### src/rtl/regfile_pkg.sv
// Shared types and defaults for the regfile_gen2 register file and its clear sequencer.
package regfile_pkg;

    typedef enum logic {IDLE, CLEAR} clr_state_e;

    localparam int DefaultWidth = 16;
    localparam int DefaultDepth = 8;

endpackage

### src/rtl/regfile_gen2_if.sv
// Bus bundle for regfile_gen2: two read ports, one write port, clear request and status.
interface regfile_gen2_if import regfile_pkg::*; #(
    parameter int WIDTH  = DefaultWidth,
    parameter int ADDR_W = $clog2(DefaultDepth)
);
    logic                     rd_en_a;
    logic [ADDR_W-1:0]        addr_a;
    logic                     rd_en_b;
    logic [ADDR_W-1:0]        addr_b;
    logic                     we;
    logic [ADDR_W-1:0]        waddr;
    logic signed [WIDTH-1:0]  wdata;
    logic                     clr;
    logic signed [WIDTH-1:0]  data_a;
    logic signed [WIDTH-1:0]  data_b;
    logic                     valid_a;
    logic                     valid_b;
    logic                     busy;

    modport master (
        output rd_en_a, addr_a, rd_en_b, addr_b, we, waddr, wdata, clr,
        input  data_a, data_b, valid_a, valid_b, busy
    );

    modport slave (
        input  rd_en_a, addr_a, rd_en_b, addr_b, we, waddr, wdata, clr,
        output data_a, data_b, valid_a, valid_b, busy
    );

endinterface

### src/rtl/regfile_clr_seq.sv
// Clear sweep sequencer: on clr, walks indices 0..DEPTH-1 one per cycle with busy held high.
module regfile_clr_seq import regfile_pkg::*; #(
    parameter int DEPTH  = DefaultDepth,
    parameter int ADDR_W = $clog2(DEPTH)
) (
    input  logic              clk,
    input  logic              rst,
    input  logic              clr,
    output logic              busy,
    output logic [ADDR_W-1:0] clr_addr,
    output logic              clr_stb
);

    localparam logic [ADDR_W-1:0] LastIdx = ADDR_W'(DEPTH - 1);

    clr_state_e        state_q;
    logic [ADDR_W-1:0] idx_q;
    logic              busy_q;

    always_ff @(posedge clk or posedge rst) begin
        if (rst) begin
            state_q <= IDLE;
            idx_q   <= '0;
            busy_q  <= 1'b0;
        end else begin
            unique case (state_q)
                IDLE: begin
                    if (clr) begin
                        state_q <= CLEAR;
                        idx_q   <= '0;
                        busy_q  <= 1'b1;
                    end
                end
                CLEAR: begin
                    // clr is ignored here; the sweep always runs to completion
                    if (idx_q == LastIdx) begin
                        state_q <= IDLE;
                        idx_q   <= '0;
                        busy_q  <= 1'b0;
                    end else begin
                        idx_q <= idx_q + ADDR_W'(1);
                    end
                end
                default: begin
                    state_q <= IDLE;
                    idx_q   <= '0;
                    busy_q  <= 1'b0;
                end
            endcase
        end
    end

    assign busy     = busy_q;
    assign clr_addr = idx_q;
    assign clr_stb  = (state_q == CLEAR);

endmodule

### src/rtl/regfile_gen2.sv
// Dual-read, single-write register file with 1-cycle registered reads and a clear sweep.
// Define REGFILE_BYPASS_EN to forward same-cycle write data to a matching read.
module regfile_gen2 import regfile_pkg::*; #(
    parameter int WIDTH    = DefaultWidth,
    parameter int DEPTH    = DefaultDepth,
    parameter int ADDR_W   = $clog2(DEPTH),
    parameter bit ZERO_REG = 1'b0
) (
    input logic           clk,
    input logic           rst,
    regfile_gen2_if.slave bus
);

    localparam logic [ADDR_W:0] DepthLim = (ADDR_W + 1)'(DEPTH);

    logic signed [WIDTH-1:0] mem_q [DEPTH];
    logic signed [WIDTH-1:0] data_a_q, data_b_q;
    logic signed [WIDTH-1:0] rd_val_a, rd_val_b;
    logic                    valid_a_q, valid_b_q;
    logic                    busy;
    logic [ADDR_W-1:0]       clr_addr;
    logic                    clr_stb;
    logic                    wr_commit;

    // Out-of-range addresses and a hardwired r0 behave identically: read 0, ignore writes.
    function automatic logic addr_ok(input logic [ADDR_W-1:0] a);
        return ({1'b0, a} < DepthLim) && !(ZERO_REG && (a == '0));
    endfunction

    regfile_clr_seq #(
        .DEPTH  (DEPTH),
        .ADDR_W (ADDR_W)
    ) u_clr_seq (
        .clk      (clk),
        .rst      (rst),
        .clr      (bus.clr),
        .busy     (busy),
        .clr_addr (clr_addr),
        .clr_stb  (clr_stb)
    );

    assign wr_commit = bus.we && !busy && !bus.clr && addr_ok(bus.waddr);

    always_comb begin
        rd_val_a = '0;
        rd_val_b = '0;
        for (int i = 0; i < DEPTH; i++) begin
            if (addr_ok(bus.addr_a) && (bus.addr_a == ADDR_W'(i))) rd_val_a = mem_q[i];
            if (addr_ok(bus.addr_b) && (bus.addr_b == ADDR_W'(i))) rd_val_b = mem_q[i];
        end
`ifdef REGFILE_BYPASS_EN
        if (wr_commit && (bus.addr_a == bus.waddr)) rd_val_a = bus.wdata;
        if (wr_commit && (bus.addr_b == bus.waddr)) rd_val_b = bus.wdata;
`endif
    end

    always_ff @(posedge clk or posedge rst) begin
        if (rst) begin
            for (int i = 0; i < DEPTH; i++) mem_q[i] <= '0;
        end else begin
            for (int i = 0; i < DEPTH; i++) begin
                if (clr_stb && (clr_addr == ADDR_W'(i))) begin
                    mem_q[i] <= '0;
                end else if (wr_commit && (bus.waddr == ADDR_W'(i))) begin
                    mem_q[i] <= bus.wdata;
                end
            end
        end
    end

    always_ff @(posedge clk or posedge rst) begin
        if (rst) begin
            data_a_q  <= '0;
            data_b_q  <= '0;
            valid_a_q <= 1'b0;
            valid_b_q <= 1'b0;
        end else begin
            valid_a_q <= bus.rd_en_a;
            valid_b_q <= bus.rd_en_b;
            if (bus.rd_en_a) data_a_q <= rd_val_a;
            if (bus.rd_en_b) data_b_q <= rd_val_b;
        end
    end

    assign bus.data_a  = data_a_q;
    assign bus.data_b  = data_b_q;
    assign bus.valid_a = valid_a_q;
    assign bus.valid_b = valid_b_q;
    assign bus.busy    = busy;

endmodule

### src/flat_wrapper.sv
// flat-port wrapper written by rule: the top's interface ports become plain ports
module regfile_gen2_flat import regfile_pkg::*;
#(
    parameter int WIDTH    = DefaultWidth,
    parameter int DEPTH    = DefaultDepth,
    parameter int ADDR_W   = $clog2(DEPTH),
    parameter bit ZERO_REG = 1'b0
)
  (clk, rst, bus_rd_en_a, bus_addr_a, bus_rd_en_b, bus_addr_b, bus_we, bus_waddr, bus_wdata, bus_clr, bus_data_a, bus_data_b, bus_valid_a, bus_valid_b, bus_busy);
  regfile_gen2_if #(.WIDTH(WIDTH), .ADDR_W(ADDR_W)) bus_i ();
  input logic clk;
  input logic rst;
  input wire logic [$bits(bus_i.rd_en_a)-1:0] bus_rd_en_a;
  input wire logic [$bits(bus_i.addr_a)-1:0] bus_addr_a;
  input wire logic [$bits(bus_i.rd_en_b)-1:0] bus_rd_en_b;
  input wire logic [$bits(bus_i.addr_b)-1:0] bus_addr_b;
  input wire logic [$bits(bus_i.we)-1:0] bus_we;
  input wire logic [$bits(bus_i.waddr)-1:0] bus_waddr;
  input wire logic [$bits(bus_i.wdata)-1:0] bus_wdata;
  input wire logic [$bits(bus_i.clr)-1:0] bus_clr;
  output wire logic [$bits(bus_i.data_a)-1:0] bus_data_a;
  output wire logic [$bits(bus_i.data_b)-1:0] bus_data_b;
  output wire logic [$bits(bus_i.valid_a)-1:0] bus_valid_a;
  output wire logic [$bits(bus_i.valid_b)-1:0] bus_valid_b;
  output wire logic [$bits(bus_i.busy)-1:0] bus_busy;
  assign bus_i.rd_en_a = bus_rd_en_a;
  assign bus_i.addr_a = bus_addr_a;
  assign bus_i.rd_en_b = bus_rd_en_b;
  assign bus_i.addr_b = bus_addr_b;
  assign bus_i.we = bus_we;
  assign bus_i.waddr = bus_waddr;
  assign bus_i.wdata = bus_wdata;
  assign bus_i.clr = bus_clr;
  assign bus_data_a = bus_i.data_a;
  assign bus_data_b = bus_i.data_b;
  assign bus_valid_a = bus_i.valid_a;
  assign bus_valid_b = bus_i.valid_b;
  assign bus_busy = bus_i.busy;
  regfile_gen2 #(.WIDTH(WIDTH), .DEPTH(DEPTH), .ADDR_W(ADDR_W), .ZERO_REG(ZERO_REG)) u_core (.clk(clk), .rst(rst), .bus(bus_i));
endmodule
### config.mk
export PLATFORM = sky130hd
export DESIGN_NAME = regfile_gen2_flat
export DESIGN_NICKNAME = d
export VERILOG_FILES = /design/src/rtl/regfile_pkg.sv /design/src/rtl/regfile_gen2_if.sv /design/src/rtl/regfile_clr_seq.sv /design/src/rtl/regfile_gen2.sv /design/src/flat_wrapper.sv
export SDC_FILE = /design/constraint.sdc
export NUM_CORES = 1
export LEC_CHECK = 0
export ABC_CLOCK_PERIOD_IN_PS = 9700
export BUFFER_PORTS_ARGS = -buffer_cell sky130_fd_sc_hd__buf_4
export CORE_ASPECT_RATIO = 0.6
export CORE_UTILIZATION = 25
export DETAILED_ROUTE_END_ITERATION = 6
export PLACE_DENSITY = 0.51
export SKIP_LAST_GASP = 1
export SLEW_MARGIN = 20
export SYNTH_ARGS = -nofsm -noshare
export SYNTH_HDL_FRONTEND = slang
export SYNTH_HIERARCHICAL = 1
export SYNTH_SLANG_ARGS = --single-unit
### constraint.sdc
create_clock -name clk -period 9.7 [get_ports clk]
set_input_delay 0.485 -clock clk [delete_from_list [all_inputs] [get_ports clk]]
set_output_delay 0.485 -clock clk [all_outputs]
set_load 0.02 [all_outputs]
# Word-level counts from Yosys, hierarchy flattened

Index checks and enable logic that the tools add are counted.

Bits in registers: 167
Bits of input ports: 31
Output and inout port bits: 35
Word-level logic and storage cells: 121

Add/subtract/negate cells: 1
Eq/ne operators: 30
Mux-type cells: 41
Bitwise logic cells: 1
Reductions and logical operators: 33

Operator list:

| kind                  | count |
|---|---|
| $mux W16              | 32 |
| $eq A3 B3 Y1 const B  | 16 |
| $eq A3 B2 Y1 const B  | 8 |
| $logic_and A1 B1 Y1   | 18 |
| $reduce_bool A2 Y1    | 8 |
| $eq A3 B1 Y1 const B  | 4 |
| $logic_not A3 Y1      | 4 |
| $mux W3               | 2 |
| $pmux W3 S2           | 1 |
| $mux W1               | 4 |
| $pmux W1 S2           | 2 |
| $add A3 B1 Y3 const B | 1 |
| $logic_not A1 Y1      | 2 |
| $ne A2 B1 Y1 const B  | 1 |
| $ne A2 B2 Y1 const B  | 1 |
| $reduce_and A2 Y1     | 1 |
| $not A1 Y1            | 1 |

# Logic depth before layout (Yosys ltp)

Depth after elaboration: 9
Gate-level depth with buffers: 7

# Cells and area by module

The synthesis kept the hierarchy.

By module, submodules not included:

| module          | times used | cells each | area each (um^2) | sequential area each (um^2) |
|---|---|---|---|---|
| regfile_gen2    | 1          | 1011       | 8883.5           | 4053.9 |
| regfile_clr_seq | 1          | 22         | 241.5            | 125.1 |

# Least setup slack after synthesis

OpenSTA, ideal clock, no wires.

Kind: register to register
Start: reg u_core.u_clr_seq.busy_q (netlist: u_core/u_clr_seq/busy)
End: reg u_core/mem_q[0] (netlist name)
Library setup time: 0.132 ns
Arrival: 1.536 ns
Data required time: 9.568 ns
Setup slack: 8.032 ns
Stages on the path, launching flop included: 8
Path buffers: 3
Cells stage by stage: dfrtp_1 -> and3b_1 -> buf_4 -> and4b_1 -> buf_6 -> buf_8 -> mux2i_1 -> nor2_1

Longest elaborated chain between the ends: 5

RTL lines:

| element                             | line                  | source |
|---|---|---|
| start: declaration                  | regfile_clr_seq.sv:18 | `logic busy_q;` |
| start signal: assignment            | regfile_clr_seq.sv:24 | `busy_q <= 1'b0;` |
| start signal: assignment            | regfile_clr_seq.sv:31 | `busy_q <= 1'b1;` |
| start signal: assignment            | regfile_clr_seq.sv:39 | `busy_q <= 1'b0;` |
| $logic_not A1 Y1                    | regfile_gen2.sv:42    | `assign wr_commit = bus.we && !busy && !bus.clr && addr_ok(bus.waddr);` |
| $logic_and A1 B1 Y1 (2 in series)   | regfile_gen2.sv:42    |  |
| $logic_and A1 B1 Y1                 | regfile_gen2.sv:64    | `end else if (wr_commit && (bus.waddr == ADDR_W'(i))) begin` |
| $reduce_bool A2 Y1 (no source line) | --                    |  |
| end signal: indexed assignment      | regfile_gen2.sv:65    | `mem_q[i] <= bus.wdata;` |
| end: declaration                    | regfile_gen2.sv:16    | `logic signed [WIDTH-1:0] mem_q [DEPTH];` |

Every way passes these cells.
A chain may end at the register's enable or synchronous reset.

# Worst setup path after layout

Start: in bus_addr_b[0]
End: reg u_core.data_b_q[10] (netlist: u_core/bus.data_b[10])

Longest elaborated chain between the ends: 9

RTL lines:

| element                | line               | source |
|---|---|---|
| start: declaration     | flat_wrapper.sv:16 | `input wire logic [$bits(bus_i.addr_b)-1:0] bus_addr_b;` |
| $logic_not A3 Y1       | regfile_gen2.sv:49 | `if (addr_ok(bus.addr_b) && (bus.addr_b == ADDR_W'(i))) rd_val_b = mem_q[i];` |
| $mux W16 (7 in series) | regfile_gen2.sv:49 |  |
| $mux W16 (*)           | regfile_gen2.sv:49 |  |
| end signal: assignment | regfile_gen2.sv:81 | `if (bus.rd_en_b) data_b_q <= rd_val_b;` |
| end: declaration       | regfile_gen2.sv:17 | `logic signed [WIDTH-1:0] data_a_q, data_b_q;` |

Mark *: on every way between the ends. The rest lies on a longest branch, timed or not.

==> key figures <==
Worst setup path
  • Worst EP required: 10.06 ns
  • Register-to-register setup slack: between 7 and 8 ns
  • Critical Path Sink: u_core/bus.data_b[10]
  • Crit path launch: bus_addr_b[0]
  • Startpoint types: primary input
  • Crit path capture type: register
  • CP max FO: between 50 and 60
  • Kind of critical path: in -> reg
  • RR Startpoint: u_core/u_clr_seq/busy
  • Worst R2R Path Depth: 4
  • CP arrival: ~2.8 ns
  • Reg2reg end: u_core/mem_q[59]

Logic synthesis
  • Warnings, synthesis: 6
  • Mapped cell area: roughly 9100 um2
  • Syn Area/Cell: around 8.8 um2
  • Synthesized flop and latch total: 167
  • Synth top cells by count: dfrtp_1 (167), nor2_1 (135), mux2i_1 (126)
  • Count leader, synth: dfrtp_1
  • Netlist cell types: 41
  • Sequential share of the synthesized area: 45.8%
  • Ys flop type: dfrtp_1
  • Mapped Cells: 1033
  • Top cell type's share of synthesized area: between 40% and 50%
  • Synthesized net count: about 1100
  • Number of flops mapped to enable cells by yosys: 0
  • FFs w/ async S/R, synth: 100%
  • Synth top area cells: dfrtp_1 (46%), mux2i_1 (14%), a21oi_1 (6.8%)
  • Synth area leader: dfrtp_1

STA
  • RSZ-0062 raised after global routing: no
  • Clock Skew: roughly 0.0097 ns
  • Slew margin rel.: ~18%
  • Fin crit share: between 20% and 30%
  • Setup TNS Final: 0 ns
  • Slew @ Worst Pin: around 1.2 ns
  • Fmax: roughly 0.4 GHz
  • Final min period: between 2 and 2.5 ns
  • Final hold viol count: 0
  • Min Hold Slack: approximately 0.32 ns
  • Final setup fails: 0
  • Fin. max-slew vios: 0
  • Final setup margin: 7.27 ns

Place
  • Pre-CTS setup slack: between 6 and 7 ns
  • Hpwl dp: around 21000 um
  • Port bufs: 65
  • Gpl congestion: between 0.8 and 0.9
  • Placed Area: about 9900 um2
  • Inst Count DP: 1481

GRT
  • Vias in the first global route: around 7500
  • Global-route wire length before repair: 48700 um
  • GRT Total Usage: 17.6%
  • Initial antenna violation count: 0
  • Grt ovf: 0
  • Largest net degree at the start of global routing: 88

Die
  • Core region area: 35500 um2
  • IO Pins: 66
  • Initial Util: approximately 26%
  • Die ar.: between 30000 and 40000 um2
  • Row Count: 53
  • Die width: ~250 um
  • Die Ht: 150 um

Clock tree
  • PostCTS Resize Cnt: 0
  • CTS tree: yes
  • Clock Pin Slew Worst Setup and Hold Paths: ~0.07 ns
  • Clk Latency, worst-skew pair: around 0.44 ns
  • CTS Buffer Depth: 2
  • CTS sink cnt: between 150 and 200
  • H-tree levels: 4
  • Clock root buffer: clkbuf_16
  • CTS Buf Count: 17

Hold path
  • HP Class: in -> reg
  • Hold wc startpoint: bus_clr

Final layout
  • Final non-filler cell total: between 1500 and 2000
  • Post-route cell area: 10500 um2
  • Nets@finish: approximately 1100
  • Share of layout cells above drive strength 1: 11.7%
  • Layout area overhead: 15.2%

Drt
  • Vias per cell: slightly above 5
  • WL final: about 32000 um
  • Initial drt markers: 633
  • DRC: 0
  • First-pass iteration count of the detailed router: 6
  • Avg WL per Cell: ~21 um
  • Via Count: a little under 8000
  • Routed Antenna Nets: 0

Pwr
  • Power per Cell Area: about 220 nW/um2
  • Lkg Pwr: ~4.8 nW
  • Worst IR drop on VDD: approximately 0.00013 V

Job
  • Max Cap Viol: 0

Status
  • Status: completed
-- worst min-delay path by stage --
stage	end	depth (start not counted)
2_1_floorplan	u_core/u_clr_seq/busy	1
3_3_place_gp	u_core/u_clr_seq/busy	2
3_5_place_dp	u_core/u_clr_seq/busy	2
4_1_cts	u_core/u_clr_seq/clr_addr[0]	2
5_1_grt	u_core/u_clr_seq/clr_addr[0]	2
6_report	u_core/u_clr_seq/clr_addr[0]	2
-- through the flow --
step                      util, %  power, mW
after floorplan                 -       1.35
after global placement       27.8       1.59
after detailed placement     27.8       1.60
after CTS                    29.6       2.31
after global routing         29.6       2.42
final                        29.6       2.31
-- cells in the final DEF (no fill, tap or decap), types with 3 or more instances in the layout --
cell	netlist	layout
o21ai_0	88	88
o2bb2ai_1	30	30
bufinv_16	0	3
nand3b_1	5	5
dfrtp_1	167	167
nand2b_1	33	33
a21oi_1	124	124
o22ai_1	32	32
nand3_1	3	3
ha_1	3	3
clkinvlp_4	0	5
clkinv_2	0	3
buf_4	7	75
nand2_1	123	123
clkbuf_16	0	17
nor2b_1	4	4
nor2_1	135	130
a31oi_1	29	29
nor2_2	0	5
inv_1	9	8
mux2i_1	126	126
-- power by group --
part | internal [mW] | switching (mW) | leakage [nW]
registers | 0.845 | 0.154 | 2.23
logic | 0.225 | 0.379 | 2.27
clock network | 0.417 | 0.289 | 0.284
-- state kept, by name (all words and copies together) (netlist names) --
register                   count
u_core/bus.data_a             16
u_core/bus.valid_a             1
u_core/bus.data_b             16
u_core/u_clr_seq/clr_stb       1
u_core/bus.valid_b             1
u_core/u_clr_seq/busy          1
u_core/u_clr_seq/clr_addr      3
u_core/mem_q                 128
-- worst max-delay path: stages --
cell and delay [ns]:
buf_4 0.61, nand3_1 1.00, o21ai_0 0.43, o21ai_0 0.14
o21ai_0 0.10
-- routing by layer --
layer / vias to the layer above / GRT usage (%) / part of all wire (%)
met5: - / 0 / 0
met3: 28 / 4.66 / 8.4
met2: 273 / 25.5 / 42
li1: 3604 / - / -
met1: 3864 / 25.4 / 49
met4: 0 / 5.25 / 1.2
-- layout make-up --
| class | instances | area, um2 |
|---|---|---|
| Fill cell | 3701 | 25000 |
| Multi-Input combinational cell | 762 | 4500 |
| Sequential cell | 167 | 4180 |
| Timing Repair Buffer | 78 | 599 |
| Tap cell | 467 | 584 |
| Clock buffer | 20 | 457 |
| Clock inverter | 12 | 151 |
| Inverter | 9 | 38.8 |
| Antenna cell | 1 | 2.50 |
-- cell families after synthesis --
group                    after synthesis  synth area share [%]
flip-flops                           167                  45.8
adder cells (fa/ha/maj)                3                 0.411
AO/OA/AOI/OAI                        310                  19.3
multiplexers                         126                  13.8
AND/OR/NAND/NOR                      323                  15.5
buffers and inverters                104                  5.18
-- timing repair --
item                                   4_1_cts  5_1_grt
endpoints found under the hold margin        5        0
buffers inserted                             0        0
hold buffers                                 1        0
Power figures use the tool's default switching activity.
